**src/rtl/x_load_ctrl.sv**
```systemverilog
// Sequencer for the matrix unit's X operand buffer: fetches packed X words from ROM
// column by column, then drives the per-column shift/MAC window.
module x_load_ctrl #(
    parameter int ADDR_W       = 4,
    parameter int BASE_ADDR    = 0,
    parameter int N_COLS       = 8,
    parameter int FIRST_WORDS  = 2,
    parameter int OTHER_WORDS  = 1,
    parameter int SHIFT_CYCLES = 4
) (
    input  logic              clk,
    input  logic              rst,
    input  logic              start,
    input  logic              clr,
    input  logic              rom_valid,
    input  logic              mac_ready,
    output logic [ADDR_W-1:0] rom_addr,
    output logic              load_en,
    output logic [2:0]        col_counter,
    output logic              x_shift,
    output logic              mac_en,
    output logic              busy,
    output logic              done
);

    localparam int MAX_WORDS = (FIRST_WORDS > OTHER_WORDS) ? FIRST_WORDS : OTHER_WORDS;
    localparam int WORD_W    = $clog2(MAX_WORDS + 1);
    localparam int BEAT_W    = (SHIFT_CYCLES > 1) ? $clog2(SHIFT_CYCLES) : 1;

    typedef enum logic [1:0] {
        IDLE,
        LOAD,
        SHIFT,
        DONE
    } state_t;

    state_t            state;
    logic [WORD_W-1:0] words;
    logic [BEAT_W-1:0] beats;
    logic [WORD_W-1:0] word_target;
    logic              last_word;
    logic              last_beat;
    logic              last_col;

    // Column 0 carries extra words, so its load phase is longer.
    always_comb begin
        word_target = (col_counter == 3'd0) ? WORD_W'(FIRST_WORDS) : WORD_W'(OTHER_WORDS);
        last_word   = (words == word_target - WORD_W'(1));
        last_beat   = (beats == BEAT_W'(SHIFT_CYCLES - 1));
        last_col    = (col_counter == 3'(N_COLS - 1));
    end

    always_ff @(posedge clk) begin
        if (!rst) begin
            state       <= IDLE;
            rom_addr    <= ADDR_W'(BASE_ADDR);
            col_counter <= 3'd0;
            words       <= '0;
            beats       <= '0;
        end else if (clr) begin
            // Abort keeps the address and column so the last position stays visible.
            state <= IDLE;
            words <= '0;
            beats <= '0;
        end else begin
            case (state)
                IDLE: begin
                    if (start) begin
                        state       <= LOAD;
                        rom_addr    <= ADDR_W'(BASE_ADDR);
                        col_counter <= 3'd0;
                    end
                end
                LOAD: begin
                    if (rom_valid) begin
                        rom_addr <= rom_addr + ADDR_W'(1);
                        if (last_word) begin
                            words <= '0;
                            state <= SHIFT;
                        end else begin
                            words <= words + WORD_W'(1);
                        end
                    end
                end
                SHIFT: begin
                    if (mac_ready) begin
                        if (last_beat) begin
                            beats <= '0;
                            if (last_col) begin
                                state <= DONE;
                            end else begin
                                col_counter <= col_counter + 3'd1;
                                state       <= LOAD;
                            end
                        end else begin
                            beats <= beats + BEAT_W'(1);
                        end
                    end
                end
                DONE: begin
                    state <= IDLE;
                end
                default: begin
                    state <= IDLE;
                end
            endcase
        end
    end

    // Strobes are gated by clr so nothing is accepted or shifted in the abort cycle.
    always_comb begin
        load_en = (state == LOAD) && !clr;
        x_shift = (state == SHIFT) && mac_ready && !clr;
        mac_en  = x_shift;
        done    = (state == DONE) && !clr;
        busy    = (state != IDLE);
    end

endmodule

```
**config.mk**
```make
export PLATFORM = sky130hd
export DESIGN_NAME = x_load_ctrl
export DESIGN_NICKNAME = d
export VERILOG_FILES = /design/src/rtl/x_load_ctrl.sv
export SDC_FILE = /design/constraint.sdc
export NUM_CORES = 1
export LEC_CHECK = 0
export BUFFER_PORTS_ARGS = -buffer_cell sky130_fd_sc_hd__buf_2
export CAP_MARGIN = 0
export CORE_MARGIN = 3
export CORE_UTILIZATION = 46
export CTS_CLUSTER_SIZE = 30
export DETAILED_ROUTE_END_ITERATION = 8
export PLACE_DENSITY = 0.72
export SLEW_MARGIN = 20
export SYNTH_ARGS = -nofsm -noshare
export SYNTH_HDL_FRONTEND = slang
export SYNTH_SLANG_ARGS = --single-unit
```
**constraint.sdc**
```tcl
create_clock -name clk -period 1.3 [get_ports clk]
set_input_delay 0.13 -clock clk [delete_from_list [all_inputs] [get_ports clk]]
set_output_delay 0.13 -clock clk [all_outputs]
set_load 0.005 [all_outputs]
```
* Yosys cells after proc, flatten, opt, wreduce, memory -nomap -nowiden
Index checks and enable logic that the tools add are counted.
Cells by class: reductions and logical operators 16, mux-type cells 18, bitwise logic cells 2, equality and inequality tests 12, add/sub/neg operators 5
Operators by type and width (number):
- 2-to-1 mux 2 bit | 9
- 2-to-1 mux 3 bit | 4
- inequality test 2 bit, second input constant | 6
- 2-to-1 mux 4 bit | 2
- case mux 2 bit (4 select lines) | 1
- case mux 4 bit (2 select lines) | 1
- equality test 2 bit, second input constant | 3
- case mux 3 bit (2 select lines) | 1
- AND reduction 6 bit | 1
- nonzero test 2 bit | 3
- AND reduction 5 bit | 1
- adder 2 x 1 -> 2 bit, second input constant | 2
- adder 4 x 1 -> 4 bit, second input constant | 1
- logical AND 1 bit | 4
- AND reduction 2 bit | 2
- AND reduction 4 bit | 1
- adder 3 x 1 -> 3 bit, second input constant | 1
- equality test 3 bit, second input constant | 1
- zero test 3 bit | 1
- equality test 2 x 1 -> 1 bit, second input constant | 1
- equality test 2 bit | 1
- zero test 2 bit | 1
- inverter 1 bit | 2
- OR reduction 2 bit | 1
- 2 further kinds | 2
Storage, ports and cells: input bits 6, bits in registers 13

* Depth between registers and ports, before layout
depth in word-level cells 7, mapped depth 6, depth with buffers taken out 6

* Worst setup path after synthesis
Ideal clock, no wire load.
path type register to register, from register col_counter[0], to register state[1], path buffers 0, clock period less this slack 1462 ps, setup slack -162 ps, stages on the path, launching flop included 6, data required time 1213 ps, data arrival time 1374 ps, cells stage by stage dfxtp_1 -> ha_1 -> ha_1 -> and3b_1 -> or3b_2 -> o31ai_1
On the way: word-level cells in the longest chain between the ends 6, elaborated cells between the ends (all ways) 11, classes of those cells add/sub: 1; eq/ne: 3; mux: 5; reduce/logical: 2
Ends and longest elaborated chain:
- start, declared | RTL line 19 | output logic [2:0] col_counter,
- start signal, assigned | RTL line 92 | col_counter <= col_counter + 3'd1;
- zero test 3 bit | RTL line 47 | word_target = (col_counter == 3'd0) ? WORD_W'(FIRST_WORDS) : WORD_W'(OTHER_WORDS);
- 2-to-1 mux 2 bit | RTL line 47
- subtractor 2 x 1 -> 2 bit | RTL line 48 | last_word = (words == word_target - WORD_W'(1));
- equality test 2 bit | RTL line 48
- inequality test 2 bit (no source line)
- AND reduction 5 bit (no source line)
- end signal, assigned | RTL line 55 | state <= IDLE;
- end signal, assigned | RTL line 62 | state <= IDLE;
- end signal, assigned | RTL line 69 | state <= LOAD;
- end, declared | RTL line 37 | state_t state;
Parallel ways exist; a longest one is shown, timed or not. The select of a mux whose other input is x is not followed. A chain may end at the register's enable or synchronous reset.

* Worst setup path after layout
from register col_counter[0], to register col_counter[2]
On the way: word-level cells in the longest chain between the ends 5, elaborated cells between the ends (all ways) 8, classes of those cells add/sub: 1; eq/ne: 2; mux: 4; reduce/logical: 1
Ends and longest elaborated chain:
- adder 3 x 1 -> 3 bit | RTL line 92
- 2-to-1 mux 3 bit | RTL line 89 | if (last_col) begin
- 2-to-1 mux 3 bit | RTL line 87 | if (last_beat) begin
- 2-to-1 mux 3 bit | RTL line 86 | if (mac_ready) begin
- case mux 3 bit (2 select lines) | RTL line 66 | case (state)
Parallel ways exist; a longest one is shown, timed or not. The select of a mux whose other input is x is not followed.

==> out/summary.txt <==
Placer Congestion: 0.755
sequential share of the synthesized area: 33.2%
crit-path cells: ha_4, ha_4, and3b_2, nand3_2, mux2i_1, nor2b_1
Distinct cells, synth: 33
# setup viols final: 7
commonest non-fill, non-tap cell in the layout: buf_2
Die H: 47.3 µm
Root Driver: clkbuf_4
final std cells w/o fill: 143
crit start category: flip-flop
synthesized area: 785 µm²
die width: 47.3 µm
worst-path fanout max: 4
post-route cell area: 0.00111 mm²
Synth Warn #: 0
Power, Total: 0.000751 W
RSZ-0062 raised after global routing: true
PwrDens: 677 mW/mm²
status: finished, violations left
Nets: 139
post-DP HPWL: 1400 µm
min Tclk post-route: 1370 ps
All-Layer GR Usage: 19.8%
Core Rows: 14
HP Class: in2reg
placed cells: 137
cts bufs inserted: 3
Max-Cap Viols: 0
ys async rst share: 0%
area delta synth->final: 41.5%
vias in the first global route: 716
wire per inst: 13.5 µm
Final Hold Viols: 0
initial antenna violation count: 0
filler instances: 118
Pre-antenna DRT Iters: 4
Pleak: 0.499 nW
CTS H-tree lvls: 1
clk slew on worst S/H paths: 80 ps
Critical Path RT: 1480 ps
n_diodes: 0
I/O pin total: 18
Worst setup EP type: flip-flop
final setup TNS: -308 ps
critical path class: reg2reg
worst clock skew: 1.06 ps
fin crit share: 105%
syn nets: 109
worst skew pair latency: 280 ps
FF+latch count, synth: 13
CTS tree: built
peak supply drop: 0.482 mV
max-slew violation total from the final report: 0
most frequent cells in the layout: 17 x buf_2, 14 x buf_4, 11 x nand2_1
fraction of layout cells with a size suffix above 1: 46.5%
DRT iter0 DRCs: 16
pin count of the biggest net entering global routing: 11
CTS Buffer Depth: 2
DIE AREA: 0.00224 mm²
crit-path max cell delay: 370 ps
Worst Tran Pin Value: 311 ps
clock sink count: 13
Mapped Cells: 98
Critical Path Slowest Stage Cell: dfxtp_4
area of placed instances: 956 µm²
gr ovfl total: 0
remaining antenna violation count after routing: 0
IO buf count: 17
Core Box Area: 0.00156 mm²
failing checks: setup timing
Mean Syn Cell Area: 8.01 µm²
wirelength, routed: 1940 µm
Setup WS post-layout: -70.9 ps
tightest slew margin relative to the limit: 79.0%
fmax: 729 MHz
Post-synth EDFFs: 0
DR vias/cell: 5.51
effective utilization at floorplan: 50.3%
Critical Path AT: 1550 ps
first-pass GRT wire length: 3080 µm
DRC viols: 0
Synth Flop Type: dfxtp_1
detailed-route via count: 788
CP dominant cell by count: ha_4
[registers in the layout, summed over array words and instances, names as in the netlist]
name         count
col_counter      3
state            2
rom_addr         4
beats            2
words            2
[cell usage after synthesis, types with 2 or more instances]
cell	number	area (µm²)
a21oi_1	4	20.0
buf_2	2	10.0
clkbuf_1	3	11.3
dfxtp_1	13	260
ha_1	5	62.6
inv_1	4	15.0
mux2i_1	5	50.1
nand2_1	12	45.0
nand2b_1	2	12.5
nand3_1	5	25.0
nand4b_1	2	17.5
nor2_1	9	33.8
nor2b_1	6	37.5
nor3_1	3	15.0
nor4_1	2	12.5
or3_1	4	25.0
[power by group]
group	switching (W)	total, W	internal, W
clock	0.000139	0.000258	0.000119
sequential	0.00000332	0.000400	0.000397
combinational	0.0000493	0.0000932	0.0000439
[final timing paths]
check	startpoint	endpoint	slack (ps)	cells past startpoint
max reg2reg	col_counter[0]	col_counter[2]	-70	6
min reg2reg	beats[1]	beats[1]	470	2
min	mac_ready	beats[1]	150	3
max	col_counter[0]	col_counter[2]	-70	6
[kinds of logic after synthesis]
family,share of synthesized area (%)
xor gates and xnor gates,1.12
buffers and inverters,7.65
muxes,6.38
AOI/OAI and AO/OA,10.0
and+or+nand+nor,33.7
adders and majority gates,7.97
DFF,33.2
[stage by stage]
step / setup slack (ps) / utilization [%] / hold WS, ps
floorplan: -119 / - / 290
global placement: -114 / 61.3 / 433
detailed placement: -155 / 61.3 / 441
CTS: -70.3 / 69.4 / 147
global route: -136 / 71.2 / 161
finish: -70.9 / 71.2 / 149
[critical path: cells and delay by family, from the launching register on]
| kind | cells | cell delay [ps] |
|---|---|---|
| and+or+nand+nor | 3 | 430 |
| DFF | 1 | 370 |
| adders and majority gates | 2 | 300 |
| muxes | 1 | 170 |
[repair_timing]
item / in CTS / in global routing
cloned: 0 / 0
hold buffers: 0 / 0
gates resized for setup: 26 / 5
buffers inserted: 2 / 0
pin swaps: 11 / 6
endpoints found under the setup margin: 13 / 13
[final cells by class]
class                      count  area [µm²]  share of cell area, %
multi-input combinational     73         566                   51.0
inverter                       4        15.0                   1.35
tap                           16        20.0                   1.80
timing repair buffer          33         213                   19.2
sequential                    13         270                   24.4
clock buffer                   4        26.3                   2.37
[metal layers]
| layer | part of all wire, % | global-route usage, % | vias up |
|---|---|---|---|
| li1 | - | - | 397 |
| met1 | 44 | 23.8 | 367 |
| met2 | 50 | 32.1 | 18 |
| met3 | 3.8 | 4.60 | 6 |
| met4 | 1.9 | 11.0 | 0 |
| met5 | 0 | 0 | - |
No activity file was read; power rests on OpenSTA's default activity.
